$ cat src/rtl/imm_gen_pipe_pkg.sv
// Format codes and parameter legality helper shared by the immediate generator pipeline.
package imm_pkg;

  localparam logic [2:0] IMM_I     = 3'b000;
  localparam logic [2:0] IMM_S     = 3'b001;
  localparam logic [2:0] IMM_B     = 3'b010;
  localparam logic [2:0] IMM_U     = 3'b011;
  localparam logic [2:0] IMM_J     = 3'b100;
  localparam logic [2:0] IMM_SHAMT = 3'b101;
  localparam logic [2:0] IMM_ZIMM  = 3'b110;
  localparam logic [2:0] IMM_ILL   = 3'b111;

  function automatic bit xlen_legal(input int xlen);
    return (xlen == 32) || (xlen == 64);
  endfunction

endpackage

$ cat src/rtl/imm_gen_pipe_if.sv
// Input/output handshake bundle of the immediate generator; master drives requests, slave is the pipe.
interface imm_gen_pipe_if #(
  parameter int XLEN  = 32,
  parameter int TAG_W = 8
);

  logic              in_valid;
  logic              in_ready;
  logic [31:0]       in_instr;
  logic [2:0]        in_fmt;
  logic [TAG_W-1:0]  in_tag;
  logic              flush;
  logic              out_valid;
  logic              out_ready;
  logic [XLEN-1:0]   out_imm;
  logic [TAG_W-1:0]  out_tag;
  logic              out_illeg;

  modport master (
    output in_valid, in_instr, in_fmt, in_tag, flush, out_ready,
    input  in_ready, out_valid, out_imm, out_tag, out_illeg
  );

  modport slave (
    input  in_valid, in_instr, in_fmt, in_tag, flush, out_ready,
    output in_ready, out_valid, out_imm, out_tag, out_illeg
  );

endinterface

$ cat src/rtl/imm_gen_pipe_decode.sv
// Combinational format-code driven immediate extraction and XLEN sign extension.
// Macro IMM_ZIMM_EN enables the CSR zimm format (code 110); otherwise that code is illegal.
module imm_decode
  import imm_pkg::*;
#(
  parameter int XLEN = 32
) (
  input  logic [2:0]      fmt,
  input  logic [31:0]     instr,
  output logic [XLEN-1:0] imm,
  output logic            illeg
);

  // Every format is first built as a sign-correct 32-bit value, then widened once.
  logic signed [31:0] raw;

  always_comb begin
    raw   = '0;
    illeg = 1'b0;
    case (fmt)
      IMM_I:     raw = {{20{instr[31]}}, instr[31:20]};
      IMM_S:     raw = {{20{instr[31]}}, instr[31:25], instr[11:7]};
      IMM_B:     raw = {{19{instr[31]}}, instr[31], instr[7], instr[30:25], instr[11:8], 1'b0};
      IMM_U:     raw = {instr[31:12], 12'b0};
      IMM_J:     raw = {{11{instr[31]}}, instr[31], instr[19:12], instr[20], instr[30:21], 1'b0};
      IMM_SHAMT: raw = (XLEN == 64) ? {26'b0, instr[25:20]} : {27'b0, instr[24:20]};
`ifdef IMM_ZIMM_EN
      IMM_ZIMM:  raw = {27'b0, instr[19:15]};
`else
      IMM_ZIMM:  illeg = 1'b1;
`endif
      default:   illeg = 1'b1;
    endcase
  end

  assign imm = XLEN'(raw);

endmodule

$ cat src/rtl/imm_gen_pipe.sv
// Pipelined immediate generator: decode ahead of STAGES valid/ready register stages with flush and tag.
// Macro IMM_ZIMM_EN (see imm_decode) selects whether format 110 yields a CSR zimm or is illegal.
module imm_gen_pipe
  import imm_pkg::*;
#(
  parameter int XLEN   = 32,
  parameter int STAGES = 1,
  parameter int TAG_W  = 8
) (
  input  logic        clk,
  input  logic        rst,
  imm_gen_pipe_if.slave bus
);

  if (!xlen_legal(XLEN)) begin : g_bad_xlen
    $error("imm_gen_pipe: XLEN must be 32 or 64");
  end
  if (STAGES < 1 || STAGES > 3) begin : g_bad_stages
    $error("imm_gen_pipe: STAGES must be 1..3");
  end

  logic [XLEN-1:0]  dec_imm;
  logic             dec_illeg;

  imm_decode #(.XLEN(XLEN)) u_decode (
    .fmt   (bus.in_fmt),
    .instr (bus.in_instr),
    .imm   (dec_imm),
    .illeg (dec_illeg)
  );

  logic [STAGES-1:0] valid_q;
  logic [STAGES-1:0] illeg_q;
  logic [XLEN-1:0]   imm_q [STAGES];
  logic [TAG_W-1:0]  tag_q [STAGES];

  logic [STAGES-1:0] src_valid;
  logic [STAGES-1:0] src_illeg;
  logic [XLEN-1:0]   src_imm [STAGES];
  logic [TAG_W-1:0]  src_tag [STAGES];

  // load[k]: stage k captures this cycle; load[STAGES] is the consumer taking the result.
  logic [STAGES:0] load;

  always_comb begin
    load         = '0;
    load[STAGES] = bus.out_ready;
    for (int k = STAGES - 1; k >= 0; k--) begin
      load[k] = !valid_q[k] || load[k+1];
    end
  end

  for (genvar k = 0; k < STAGES; k++) begin : g_stage
    if (k == 0) begin : g_head
      assign src_valid[k] = bus.in_valid;
      assign src_illeg[k] = dec_illeg;
      assign src_imm[k]   = dec_imm;
      assign src_tag[k]   = bus.in_tag;
    end else begin : g_body
      assign src_valid[k] = valid_q[k-1];
      assign src_illeg[k] = illeg_q[k-1];
      assign src_imm[k]   = imm_q[k-1];
      assign src_tag[k]   = tag_q[k-1];
    end

    always_ff @(posedge clk or posedge rst) begin
      if (rst) begin
        valid_q[k] <= 1'b0;
        illeg_q[k] <= 1'b0;
        imm_q[k]   <= '0;
        tag_q[k]   <= '0;
      end else begin
        if (bus.flush) begin
          valid_q[k] <= 1'b0;
        end else if (load[k]) begin
          valid_q[k] <= src_valid[k];
        end
        // Data only moves with a real entry so bubbles leave the registers quiet.
        if (!bus.flush && load[k] && src_valid[k]) begin
          illeg_q[k] <= src_illeg[k];
          imm_q[k]   <= src_imm[k];
          tag_q[k]   <= src_tag[k];
        end
      end
    end
  end

  assign bus.in_ready  = load[0];
  assign bus.out_valid = valid_q[STAGES-1];
  assign bus.out_illeg = illeg_q[STAGES-1];
  assign bus.out_imm   = imm_q[STAGES-1];
  assign bus.out_tag   = tag_q[STAGES-1];

endmodule

$ cat src/flat_wrapper.sv
// flat-port wrapper written by rule: the top's interface ports become plain ports
module imm_gen_pipe_flat import imm_pkg::*;
#(
  parameter int XLEN   = 32,
  parameter int STAGES = 1,
  parameter int TAG_W  = 8
)
  (clk, rst, bus_in_valid, bus_in_instr, bus_in_fmt, bus_in_tag, bus_flush, bus_out_ready, bus_in_ready, bus_out_valid, bus_out_imm, bus_out_tag, bus_out_illeg);
  imm_gen_pipe_if #(.XLEN(XLEN), .TAG_W(TAG_W)) bus_i ();
  input  logic clk;
  input  logic rst;
  input wire logic [$bits(bus_i.in_valid)-1:0] bus_in_valid;
  input wire logic [$bits(bus_i.in_instr)-1:0] bus_in_instr;
  input wire logic [$bits(bus_i.in_fmt)-1:0] bus_in_fmt;
  input wire logic [$bits(bus_i.in_tag)-1:0] bus_in_tag;
  input wire logic [$bits(bus_i.flush)-1:0] bus_flush;
  input wire logic [$bits(bus_i.out_ready)-1:0] bus_out_ready;
  output wire logic [$bits(bus_i.in_ready)-1:0] bus_in_ready;
  output wire logic [$bits(bus_i.out_valid)-1:0] bus_out_valid;
  output wire logic [$bits(bus_i.out_imm)-1:0] bus_out_imm;
  output wire logic [$bits(bus_i.out_tag)-1:0] bus_out_tag;
  output wire logic [$bits(bus_i.out_illeg)-1:0] bus_out_illeg;
  assign bus_i.in_valid = bus_in_valid;
  assign bus_i.in_instr = bus_in_instr;
  assign bus_i.in_fmt = bus_in_fmt;
  assign bus_i.in_tag = bus_in_tag;
  assign bus_i.flush = bus_flush;
  assign bus_i.out_ready = bus_out_ready;
  assign bus_in_ready = bus_i.in_ready;
  assign bus_out_valid = bus_i.out_valid;
  assign bus_out_imm = bus_i.out_imm;
  assign bus_out_tag = bus_i.out_tag;
  assign bus_out_illeg = bus_i.out_illeg;
  imm_gen_pipe #(.XLEN(XLEN), .STAGES(STAGES), .TAG_W(TAG_W)) u_core (.clk(clk), .rst(rst), .bus(bus_i));
endmodule
$ cat config.mk
export PLATFORM = sky130hd
export DESIGN_NAME = imm_gen_pipe_flat
export DESIGN_NICKNAME = d
export VERILOG_FILES = /design/src/rtl/imm_gen_pipe_pkg.sv /design/src/rtl/imm_gen_pipe_if.sv /design/src/rtl/imm_gen_pipe_decode.sv /design/src/rtl/imm_gen_pipe.sv /design/src/flat_wrapper.sv
export SDC_FILE = /design/constraint.sdc
export NUM_CORES = 1
export LEC_CHECK = 0
export ABC_AREA = 1
export CAP_MARGIN = 20
export CORE_ASPECT_RATIO = 0.8
export CORE_MARGIN = 2
export CORE_UTILIZATION = 44
export CTS_BUF_LIST = sky130_fd_sc_hd__clkbuf_4 sky130_fd_sc_hd__clkbuf_8 sky130_fd_sc_hd__clkbuf_16
export CTS_CLUSTER_DIAMETER = 50
export DETAILED_ROUTE_END_ITERATION = 8
export PLACE_DENSITY = 0.84
export RECOVER_POWER = 25
export SYNTH_ARGS = -nofsm -noshare
export SYNTH_HDL_FRONTEND = slang
export SYNTH_SLANG_ARGS = --single-unit
$ cat constraint.sdc
create_clock -name clk -period 3.5 [get_ports clk]
set_clock_uncertainty 0.1 [all_clocks]
set_input_delay 0.875 -clock clk [delete_from_list [all_inputs] [get_ports clk]]
set_output_delay 0.875 -clock clk [all_outputs]
set_load 0.02 [all_outputs]
==> results of run 1 <==
logic make-up after synthesis:
family	after synthesis	share of synthesized area (%)
buf+inv	20	6.11
compound gates	5	1.57
flops	42	52.9
simple gates	191	39.4
synthesized netlist by cell type:
| cell | n | share of area (%) |
|---|---|---|
| buf_1 | 2 | 0.38 |
| nand4_1 | 1 | 0.32 |
| nand3_1 | 21 | 5.3 |
| buf_2 | 3 | 0.76 |
| nand2_2 | 5 | 1.6 |
| nand2_4 | 3 | 1.7 |
| dfrtp_1 | 42 | 53 |
| nor2_2 | 1 | 0.32 |
| nor2_1 | 5 | 0.94 |
| inv_2 | 2 | 0.38 |
| o31ai_1 | 1 | 0.38 |
| inv_1 | 7 | 1.3 |
| clkbuf_1 | 1 | 0.19 |
| nand2_1 | 155 | 29 |
| a21oi_1 | 2 | 0.50 |
| buf_12 | 1 | 1.0 |
| o21ai_0 | 1 | 0.25 |
| o21ai_2 | 1 | 0.44 |
| buf_4 | 1 | 0.38 |
| buf_6 | 3 | 1.7 |
worst max path at each step:
stage | startpoint | endpoint | cells past startpoint
global route | bus_out_ready | bus_in_ready | 4
finish | bus_out_ready | bus_in_ready | 4
CTS | bus_out_ready | bus_in_ready | 4
global placement | bus_out_ready | bus_in_ready | 4
detailed placement | bus_out_ready | bus_in_ready | 4
floorplan | bus_out_ready | bus_in_ready | 2
worst max-delay path, stage by stage:
cell and delay [ps]:
dlygate4sd3_1 520, inv_1 40, nand2_1 100, clkdlybuf4s50_1 610
where the power goes:
group	internal, W	switching, W	total, W
Combinational	0.000199	0.000218	0.000417
Sequential	0.000554	0.0000374	0.000591
Clock	0.000221	0.000164	0.000385
cell type report:
cell class / count / area [um^2]
Clock buffer: 6 / 76.3
Clock inverter: 2 / 37.5
Fill cell: 370 / 1330
Inverter: 9 / 33.8
Multi-Input combinational cell: 196 / 815
Sequential cell: 42 / 1050
Tap cell: 57 / 71.3
Timing Repair Buffer: 85 / 846
cells in the final DEF, fill, tap and decap left out:
cell,count
o21ai_2,1
nand3_1,21
o21ai_0,1
clkbuf_8,5
dlygate4sd3_1,2
nand2_4,3
inv_2,2
nor2_1,5
nand2_2,5
clkinvlp_4,1
a21oi_1,2
buf_4,2
inv_1,7
nor2_2,1
nand4_1,1
o31ai_1,1
bufinv_16,1
dfrtp_1,42
nand2_1,155
clkdlybuf4s50_1,81
clkbuf_4,1
stage by stage:
| stage | std cells | setup slack [ps] | power, W | instance area, um^2 |
|---|---|---|---|---|
| 4_1_cts | 397 | 446 | 0.00141 | 2930 |
| 2_1_floorplan | 258 | 1440 | 0.000806 | 1990 |
| 3_5_place_dp | 389 | 447 | 0.00102 | 2820 |
| 3_3_place_gp | 389 | 456 | 0.00101 | 2820 |
| 6_report | 397 | 376 | 0.00139 | 2930 |
| 5_1_grt | 397 | 322 | 0.00147 | 2930 |
state kept, by name (all words and copies together), names as in the netlist:
name / cells
u_core.bus.out_illeg: 1
u_core.bus.out_imm: 32
u_core.bus.out_valid: 1
u_core.bus.out_tag: 8
routing by layer:
layer | vias up | part of all wire (%)
li1 | 952 | -
met3 | 6 | 7.9
met2 | 63 | 45
met4 | 0 | 0.97
met1 | 848 | 47
met5 | - | 0
==> impl_results.md, run 1 <==
* Largest net degree at the start of global routing at 44
* Hold Path Class: reg -> reg
* CTS Sinks at 42
* CP Launch Type: input pin
* Met2 GRT Util at about a third
* M3 GR Usage at 5.51%
* Seq/Total Area, Yosys at roughly 53%
* CP arrival at about 2200 ps
* Hold Path Stages at 2
* VDD IR max at around 0.31 mV
* Average cell area after synthesis at ~7.7 um^2
* Gate Count Post-Synth at ~260
* Crit share post-route at about nine tenths
* Worst reg-to-reg setup slack at approximately 1900 ps
* Post-route antenna net violation count at 0
* Worst Path Required at around 2500 ps
* Gr ovfl total at 0
* Total of max-cap violations at 1
* Synthesized cell area at ~2000 um^2
* Cell depth of the worst flop-to-flop path at 5
* Vias in the first global route at roughly 1800
* Worst Setup End Kind: output port
* Yosys cell types at 20
* Total CTS buffers at 5
* GR peak layer: met2
* Setup tns final at 0 ps
* Pwr dens at about 480 nW/um^2
* IO Pins at slightly above 90
* Yosys Warn Count at 0
* Chip width at a little under 80 um
* GP Congestion at between 0.8 and 0.9
* DP HPWL at roughly 3.4 mm
* GRT Total Usage at between 20% and 30%
* Fin. Hold Viols at 0
* First-pass GRT wire length at about 8.4 mm
* Cells resized by post-CTS repair at 0
* Hold-fix buffers, CTS at 0
* Failing checks: capacitance limit, slew limit
* Initial antenna violation count at 0
* Max Slew Vio Count at 43
* Clock buffer depth at 2
* CTS tree: done
* Total setup buffers inserted after CTS at 0
* Met1 usage at between 20 and 30%
* Height of the die at 64.1 um
* Status: finished, violations left
* R2R Path Start: u_core.bus.out_valid$_DFFE_PP0P_
* Hold Path End: u_core.bus.out_tag[7]$_DFFE_PP0P_
* Via density at ~4.7
* CP Class: in -> out
* Utilization after layout at between 60% and 70%
* Worst skew pair latency at about 300 ps
* Pre-antenna DRT Iters at 4
* Synthesized net count at 306
* Hold_sp: u_core.bus.out_tag[7]$_DFFE_PP0P_
* Initial DRC count at 62
* # DRC at 0
* Flops & latches, synth at 42
* Initial Util at a little under half
* Final setup fails at 0
* Crit path max fanout at 3
* Vias at ~1900
* H-tree levels at 2
* Area growth syn-to-layout at 47.5%
* P_leak at 1.52 nW
* Worst hold margin at roughly 380 ps
* CTS root buf: clkbuf_8
* Routed wire length at 4.94 mm
* Crit path time final at around 3100 ps
* Fraction of layout cells with a size suffix above 1 at between 6 and 7%
* CORE AREA at about 4300 um^2
* Final layout net count at 387
* Antenna Cells at 0
* Wire per inst at approximately 12 um
* Clock slew at reported path FFs at roughly 80 ps
* Upper clock frequency limit at 0.320 GHz
* Max-slew headroom at -3.05%
* R2r endpoint: u_core.bus.out_imm[10]$_DFFE_PP0P_
* Row count at 21
* RSZ-0062 raised after global routing: no
* Worst Max-Slew Pin Slew at approximately 1500 ps
* I/O Buffers at 83
* Die Area at 5070 um^2
Note: power is estimated with default switching activity, not from simulation.
==> run 2: changes to the inputs <==
--- a/config.mk
+++ b/config.mk
@@ -9,11 +9,10 @@
 export CAP_MARGIN = 20
 export CORE_ASPECT_RATIO = 0.8
 export CORE_MARGIN = 2
-export CORE_UTILIZATION = 44
+export CORE_UTILIZATION = 32
 export CTS_BUF_LIST = sky130_fd_sc_hd__clkbuf_4 sky130_fd_sc_hd__clkbuf_8 sky130_fd_sc_hd__clkbuf_16
 export CTS_CLUSTER_DIAMETER = 50
 export DETAILED_ROUTE_END_ITERATION = 8
-export PLACE_DENSITY = 0.84
 export RECOVER_POWER = 25
 export SYNTH_ARGS = -nofsm -noshare
 export SYNTH_HDL_FRONTEND = slang
==> run 2 against run 1 <==
Against the previous run:
- the flow still finishes with violations (capacitance limit, slew limit)
- largest power group unchanged
- flip-flop and latch count is the same
- highest routed layer unchanged
- via count fell by 0.64%
- maximum frequency is 0.47% lower
- critical endpoint unchanged
==> impl_results.md, run 2 (synthesis gave the netlist of run 1 again) <==
* CTS tree: done
* Vias in the first global route at 1865
* H-tree levels at 2
* Worst Max-Slew Pin Slew at 1610 ps
* Die Area at 6860 um^2
* Clock slew at reported path FFs at 80 ps
* Clock buffer depth at 2
* Crit path capture: bus_in_ready
* GP Congestion at around 0.75
* CP peak stage delay at roughly 620 ps
* Antenna Cells at 0
* First-pass GRT wire length at 8.69 mm
* Post-route antenna net violation count at 0
* Pre-antenna DRT Iters at 4
* Fin. Hold Viols at 0
* Worst Path Required at around 2500 ps
* Worst Setup Slack, final at 362 ps
* Initial antenna violation count at 0
* Routed wire length at between 5 and 6 mm
* Area growth syn-to-layout at 49.0%
* Setup tns final at 0 ps
* Crit path time final at about 3100 ps
* RSZ-0062 raised after global routing: no
* CTS root buf: clkbuf_8
* Height of the die at ~74 um
* Max Slew Vio Count at 43
* Worst skew pair latency at slightly below 300 ps
* Fraction of layout cells with a size suffix above 1 at about 6.5%
* Hold-fix buffers, CTS at 0
* I/O Buffers at 83
* CP Class: in -> out
* Final setup fails at 0
* Max reg flops at 32
* R2r endpoint: u_core.bus.out_imm[7]$_DFFE_PP0P_
* Status: finished, violations left
* Vias at between 1500 and 2000
* Wire per inst at around 12 um
* VDD IR max at 0.213 mV
* Upper clock frequency limit at between 0.3 and 0.4 GHz
* Placement Setup Slack at 430 ps
* Gr ovfl total at 0
* Crit path max fanout at 3
* Worst setup startpoint: bus_out_ready
* # DRC at 0
* GRT Total Usage at between 15 and 20%
* Worst reg-to-reg setup slack at between 2000 and 2500 ps
* Worst Setup End Kind: output port
* Cells resized by post-CTS repair at 0
* Pwr dens at 470 nW/um^2
* Via density at 4.41
* CP arrival at approximately 2200 ps
* Total of max-cap violations at 1
* Cell depth of the worst flop-to-flop path at 5
* Row count at 25
* Max-slew headroom at -7.41%
* Total CTS buffers at 5
* CP Launch Type: input pin
* Largest net degree at the start of global routing at 44
* DP HPWL at 3.42 mm
* Hold Path Class: reg -> reg
* P_leak at about 1.5 nW
* Commonest cells after routing, fill and taps aside: 155 x nand2_1, 81 x clkdlybuf4s50_1, 42 x dfrtp_1
* Sequence of cells on the critical path: dlygate4sd3_1 > inv_1 > nand2_1 > clkdlybuf4s50_1
* R2R Path Start: u_core.bus.out_valid$_DFFE_PP0P_
* Chip width at slightly above 90 um
* Crit share post-route at roughly 90%
* Slowest-stage cell, CP: clkdlybuf4s50_1
* Most common cell after layout, fill and taps aside: nand2_1
* CORE AREA at slightly below 6000 um^2
* IO Pins at just over 90
* Total setup buffers inserted after CTS at 0
* Initial Util at between 30% and 40%
* Failing checks: capacitance limit, slew limit
* Initial DRC count at slightly below 80
* Final layout net count at slightly below 400
* # fillers at 608
* CTS Sinks at 42
==> run 2: critical path: cells and delay by family <==
kind                   cells  cell delay (ps)
buffers and inverters      3             1180
AND/OR/NAND/NOR            1              100
==> run 2: report_power, final <==
group	leakage [nW]	internal, W	switching (W)
combinational	0.922	0.000199	0.000217
clock	0.0548	0.000221	0.000163
sequential	0.538	0.000554	0.0000369
total	1.52	0.000973	0.000417
==> run 2: area by class of cell <==
| type | count | area [um^2] | share of cell area (%) |
|---|---|---|---|
| Sequential cell | 42 | 1050 | 35.5 |
| Tap cell | 81 | 101 | 3.42 |
| Inverter | 9 | 33.8 | 1.14 |
| Multi-Input combinational cell | 196 | 815 | 27.5 |
| Clock inverter | 2 | 37.5 | 1.27 |
| Timing Repair Buffer | 85 | 846 | 28.6 |
| Clock buffer | 6 | 76.3 | 2.58 |
==> run 2: worst min-delay path by stage <==
stage,start,to,slack (ps),cells after the start
6_report,u_core.bus.out_tag[7]$_DFFE_PP0P_,u_core.bus.out_tag[7]$_DFFE_PP0P_,380,2
5_1_grt,u_core.bus.out_imm[10]$_DFFE_PP0P_,u_core.bus.out_imm[10]$_DFFE_PP0P_,400,2
4_1_cts,u_core.bus.out_tag[3]$_DFFE_PP0P_,u_core.bus.out_tag[3]$_DFFE_PP0P_,390,2
3_5_place_dp,u_core.bus.out_tag[3]$_DFFE_PP0P_,u_core.bus.out_tag[3]$_DFFE_PP0P_,360,2
3_3_place_gp,u_core.bus.out_tag[6]$_DFFE_PP0P_,u_core.bus.out_tag[6]$_DFFE_PP0P_,360,2
2_1_floorplan,u_core.bus.out_tag[0]$_DFFE_PP0P_,u_core.bus.out_tag[0]$_DFFE_PP0P_,490,2
==> run 2: routing by layer <==
| metal | routed length (um) | GRT usage (%) | vias up |
|---|---|---|---|
| met5 | 0 | 0 | - |
| met4 | 42 | 4.81 | 0 |
| met3 | 429 | 5.07 | 5 |
| met2 | 2120 | 26.1 | 67 |
| met1 | 2490 | 21.2 | 834 |
| li1 | - | - | 951 |
==> run 2: stage by stage <==
step	utilization [%]	cell area, um^2	hold WS [ps]	cells	power [W]
after global routing	49.8	2960	403	421	0.00147
after global placement	47.9	2850	360	413	0.00102
final	49.8	2960	378	421	0.00139
after CTS	49.8	2960	387	421	0.00141
after floorplan	-	1990	489	258	0.000806
after detailed placement	47.9	2850	364	413	0.00102
